## src/rtl/wb_arbiter.sv

```systemverilog
// Register-file write-port arbiter: pipeline writeback (A) against a one-entry held long-latency
// result (B), with a starvation bound and a pending-write scoreboard. WB_ARB_STATS_EN adds counters.
module wb_arbiter #(
    parameter int DATA_W   = 32,
    parameter int ADDR_W   = 5,
    parameter int MAX_WAIT = 4
) (
    input  logic              clk,
    input  logic              rst,
    input  logic              a_we,
    input  logic [ADDR_W-1:0] a_waddr,
    input  logic [DATA_W-1:0] a_wdata,
    output logic              a_stall,
    input  logic              b_valid,
    input  logic [ADDR_W-1:0] b_waddr,
    input  logic [DATA_W-1:0] b_wdata,
    output logic              b_ready,
    input  logic              iss_valid,
    input  logic [ADDR_W-1:0] iss_addr,
    input  logic [ADDR_W-1:0] q_raddr1,
    input  logic [ADDR_W-1:0] q_raddr2,
    output logic              q_busy1,
    output logic              q_busy2,
`ifdef WB_ARB_STATS_EN
    output logic [31:0]       stat_stall_cycles,
    output logic [31:0]       stat_b_writes,
`endif
    output logic              rf_we,
    output logic [ADDR_W-1:0] rf_waddr,
    output logic [DATA_W-1:0] rf_wdata
);
    localparam int NREG = 1 << ADDR_W;
    localparam logic [3:0] MW = 4'(MAX_WAIT);

    typedef struct packed {
        logic              we;
        logic [ADDR_W-1:0] addr;
        logic [DATA_W-1:0] data;
    } wr_t;

    logic              hold_v;
    logic [ADDR_W-1:0] hold_addr;
    logic [DATA_W-1:0] hold_data;
    logic [3:0]        wait_cnt;
    logic [NREG-1:0]   pending;
    logic [NREG-1:0]   pend_nxt;
    logic              a_req, preempt, grant_h, accept;
    wr_t               wr;

    assign a_req   = a_we && (a_waddr != '0);
    assign preempt = hold_v && (wait_cnt >= MW);
    assign grant_h = hold_v && (!a_req || preempt);
    assign b_ready = !rst && (!hold_v || grant_h);
    assign accept  = b_valid && b_ready;
    assign a_stall = !rst && a_req && grant_h;

    // The regfile forwards the write in the same cycle, so the interlock drops in the write cycle.
    assign q_busy1 = !rst && pending[q_raddr1] && !(grant_h && hold_addr == q_raddr1);
    assign q_busy2 = !rst && pending[q_raddr2] && !(grant_h && hold_addr == q_raddr2);

    always_comb begin
        wr = '0;
        if (!rst) begin
            if (grant_h)    wr = '{we: 1'b1, addr: hold_addr, data: hold_data};
            else if (a_req) wr = '{we: 1'b1, addr: a_waddr,   data: a_wdata};
        end
    end

    assign rf_we    = wr.we;
    assign rf_waddr = wr.addr;
    assign rf_wdata = wr.data;

    // Set after clear so a re-issue in the drain cycle keeps the bit.
    always_comb begin
        pend_nxt = pending;
        if (grant_h)   pend_nxt[hold_addr] = 1'b0;
        if (iss_valid) pend_nxt[iss_addr]  = 1'b1;
        pend_nxt[0] = 1'b0;
    end

    always_ff @(posedge clk) begin
        if (rst) begin
            hold_v   <= 1'b0;
            wait_cnt <= '0;
            pending  <= '0;
        end else begin
            if (accept) begin
                hold_v    <= (b_waddr != '0);
                hold_addr <= b_waddr;
                hold_data <= b_wdata;
            end else if (grant_h) begin
                hold_v <= 1'b0;
            end
            if (!hold_v || grant_h)   wait_cnt <= '0;
            else if (wait_cnt != 4'hf) wait_cnt <= wait_cnt + 4'd1;
            pending <= pend_nxt;
        end
    end

`ifdef WB_ARB_STATS_EN
    always_ff @(posedge clk) begin
        if (rst) begin
            stat_stall_cycles <= '0;
            stat_b_writes     <= '0;
        end else begin
            stat_stall_cycles <= stat_stall_cycles + 32'(a_stall);
            stat_b_writes     <= stat_b_writes + 32'(grant_h);
        end
    end
`endif
endmodule
```

## config.mk

```make
export PLATFORM = sky130hd
export DESIGN_NAME = wb_arbiter
export DESIGN_NICKNAME = d
export VERILOG_FILES = /design/src/rtl/wb_arbiter.sv
export SDC_FILE = /design/constraint.sdc
export NUM_CORES = 1
export LEC_CHECK = 0
export ABC_AREA = 1
export CAP_MARGIN = 20
export CORE_UTILIZATION = 43
export DETAILED_ROUTE_END_ITERATION = 10
export PLACE_DENSITY = 0.78
export SLEW_MARGIN = 20
export SYNTH_ARGS = -nofsm -noshare
export SYNTH_HDL_FRONTEND = slang
export SYNTH_SLANG_ARGS = --single-unit
```

## constraint.sdc

```tcl
create_clock -name clk -period 2.6 [get_ports clk]
set_input_delay 0.78 -clock clk [delete_from_list [all_inputs] [get_ports clk]]
set_output_delay 0.78 -clock clk [all_outputs]
set_load 0.1 [all_outputs]
```

==> impl_metrics.tcl <==
set metrics [dict create \
    outcome "finished with violations" \
    violations "negative setup slack" \
    worstHoldEndpoint "pending[14]" \
    synth_top_area_share_pct 25.7 \
    worstSetupStartpointType "primary input" \
    htreeDepth 3 \
    sw_frac_of_total_pct 34.8 \
    crit_required_ns 1.82 \
    p_total_w 0.00340 \
    grtUsageMet1_pct 40.6 \
    p_sw_w 0.00118 \
    route.vias.total 5225 \
    finalNetCount 892 \
    worstReg2RegStart "hold_v" \
    max_stage_delay_ns 0.19 \
    path_class "in -> out" \
    start_util_pct 44.2 \
    grt-ovfl-total 0 \
    hold_violations 0 \
    worst_hold_path_type "reg -> reg" \
    viasPerCell 5.59 \
    drt_first_iter_violations 571 \
    rsz0062_at_grt "yes" \
    whs_ns 0.482 \
    power_frac_comb_pct 35.7 \
    p_int_w 0.00222 \
    busiest_layer "met2" \
    cts_made_buffers 9 \
    cts_buffer_depth 2 \
    rrSetupSlack_ns 0.69 \
    dieHeight_um 102 \
    cts_root_buffer "clkbuf_8" \
    cp_slowest_cell "buf_12" \
    setup_viol 40 \
    cp-end-kind "output pin" \
    core_mm2 0.00977 \
    drive_gt1_share_pct 29.4 \
    grt_pass1_wl_mm 26.1 \
    yosys.area.top_type "edfxtp_1" \
    reg2reg_to "hold_data[18]" \
    synth.distinct_cells 29 \
    grt.total_usage_pct 33.6 \
    arrival_ns 2.02 \
    dp_hpwl_mm 11.8 \
    maxCapViolations 0 \
    reg2reg_depth 8 \
    fin_crit_sh_pct 108 \
    p_leak_nw 3.11 \
    routed_wl_mm 18.4 \
    pwr-share-seq_pct 37.3 \
    hold_depth 2 \
    clk_latency_ns 0.37 \
    grtUsageMet2_pct 56.2 \
    fmax_mhz 357 \
    place_congestion 0.932 \
    route.detailed.drc 0 \
    clkSlewWorstSetupHoldPaths_ns 0.07 \
    numPortBuffers 135 \
    critical_path_buf_inv_count 4 \
    grt_use_met3_pct 6.36 \
    vdd_drop_max_v 0.000332 \
    netlist_instances 600 \
    clock-sinks 73 \
    dieWidth_um 102 \
    areaGrowthSynthToFinish_pct 78.8 \
    cpLargestDelayFamily "buffers and inverters" \
    grt_pass1_vias 5039 \
    min_from "pending[14]" \
    slew_headroom_pct 43.8 \
    antenna_found_initial 0 \
    ys_warn_count 0 \
    ant_nets 0 \
    worst_slew_pin_slew_ns 0.839 \
    firstDrtPassIters 5 \
    syn_area_mm2 0.00432 \
    post-route-min-period_ns 2.80 \
    syn_avg_cell_area_um2 7.20 \
    syn-num-nets 695 \
    wl_per_cell_um 19.6 \
    cp_cell_sequence "buf_8 > nor2_4 > nand3_4 > nand3_4 > nand3_4 > buf_6 > clkbuf_16 > o21ai_4 > buf_12" \
    p_per_area_mw_per_mm2 441 \
    die_area_mm2 0.0104 \
    ios 136 \
    fin_ws_ns -0.199 \
    ys_ff_latch 73 \
    cts_tree "built" \
    layout_common_cells "nand2_1, inv_1, clkdlybuf4s50_1" \
    fin_skew_ns 0.0196 \
    n_antenna_cell 0 \
    synthTopCellsByArea "edfxtp_1, dfxtp_1, nand2_1" \
    drv_slew 0 \
    cts_hold_buf 0 \
    row_count 36 \
    crit_path_frequent_cell "nand3_4" \
    pwr-share-clk_pct 27.1 \
    grt_max_degree 34 \
    crit_fanout 5 \
    layout_commonest_cell "nand2_1" \
    yosysSeqAreaShare_pct 42.4 \
]
-- logic make-up after synthesis --
family | share of synthesized area [%]
simple gates | 29.2
buf+inv | 11.6
compound gates | 15.0
flops | 42.4
xor+xnor | 1.42
fa+ha+maj | 0.290
other cells | 0.0868
-- synthesized netlist by cell type, drive strengths merged --
cell    instances
conb            1
nand4           1
or2             1
nand2         154
buf            22
nor3b           1
xor2            7
clkbuf          6
nand3          80
ha              1
a21oi          36
inv            86
dfxtp          36
a31oi           1
o32ai           1
nor2           32
o211ai          4
edfxtp         37
o21ai          71
nor3           22
-- per-layer routing --
layer  vias up  wire length (um)  part of all wire (%)
li1       2359                 -                     -
met1      2442              6690                    36
met2       358              9240                    50
met3        66              1620                   8.8
met4         0               812                   4.4
met5         -                 0                     0
-- worst register-to-register path: cells and delay by family (launching register included) --
kind / cells / cell delay [ns]
AOI/OAI and AO/OA: 1 / 0.31
buffers and inverters: 6 / 0.84
DFF: 1 / 0.40
and+or+nand+nor: 1 / 0.09
-- cell type report --
type	instances	area, um2
timing repair buffer	214	2630
tap	133	166
multi-input combinational	413	2540
sequential	73	1830
fill	585	2050
clock inverter	1	7.51
clock buffer	15	191
inverter	86	352
-- state kept, by name (all words and copies together), names as in the netlist --
name / flops
hold_data: 32
pending: 31
hold_addr: 5
wait_cnt: 4
hold_v: 1
-- power groups by stage --
| stage | registers [W] | clock network, W | logic (W) |
|---|---|---|---|
| 2_1_floorplan | 0.00129 | 0 | 0.000618 |
| 3_3_place_gp | 0.00129 | 0 | 0.00106 |
| 3_5_place_dp | 0.00129 | 0 | 0.00108 |
| 4_1_cts | 0.00127 | 0.000903 | 0.00115 |
| 5_1_grt | 0.00127 | 0.000961 | 0.00126 |
| 6_report | 0.00127 | 0.000921 | 0.00121 |
-- metrics by stage --
step | setup slack, ns | instance area [um2] | std cells | utilization (%) | setup TNS (ns)
3_5_place_dp | -0.601 | 6970 | 891 | 71.3 | -28.82
6_report | -0.199 | 7720 | 935 | 79.0 | -6.29
4_1_cts | -0.167 | 7570 | 928 | 77.5 | -4.63
3_3_place_gp | -0.550 | 6970 | 891 | 71.3 | -25.28
2_1_floorplan | -0.331 | 4800 | 600 | - | -10.77
5_1_grt | -0.232 | 7720 | 935 | 79.0 | -7.82
-- worst max path at each step --
stage           startpoint     endpoint  slack (ns)  depth (start not counted)
6_report        a_waddr[3]  rf_waddr[3]       -0.20                          9
5_1_grt         a_waddr[1]  rf_waddr[4]       -0.23                          9
4_1_cts         a_waddr[3]  rf_wdata[4]       -0.17                          9
3_5_place_dp   q_raddr1[0]      q_busy1       -0.60                         10
3_3_place_gp   q_raddr1[0]      q_busy1       -0.55                         10
2_1_floorplan   a_waddr[4]  rf_waddr[2]       -0.33                          6
-- what timing repair did --
item,4_1_cts,5_1_grt
cloned,6,3
pin swaps,31,18
gates resized for setup,127,22
buffers inserted,15,4
setup endpoints to repair,42,41
No activity file was read; power rests on OpenSTA's default activity.
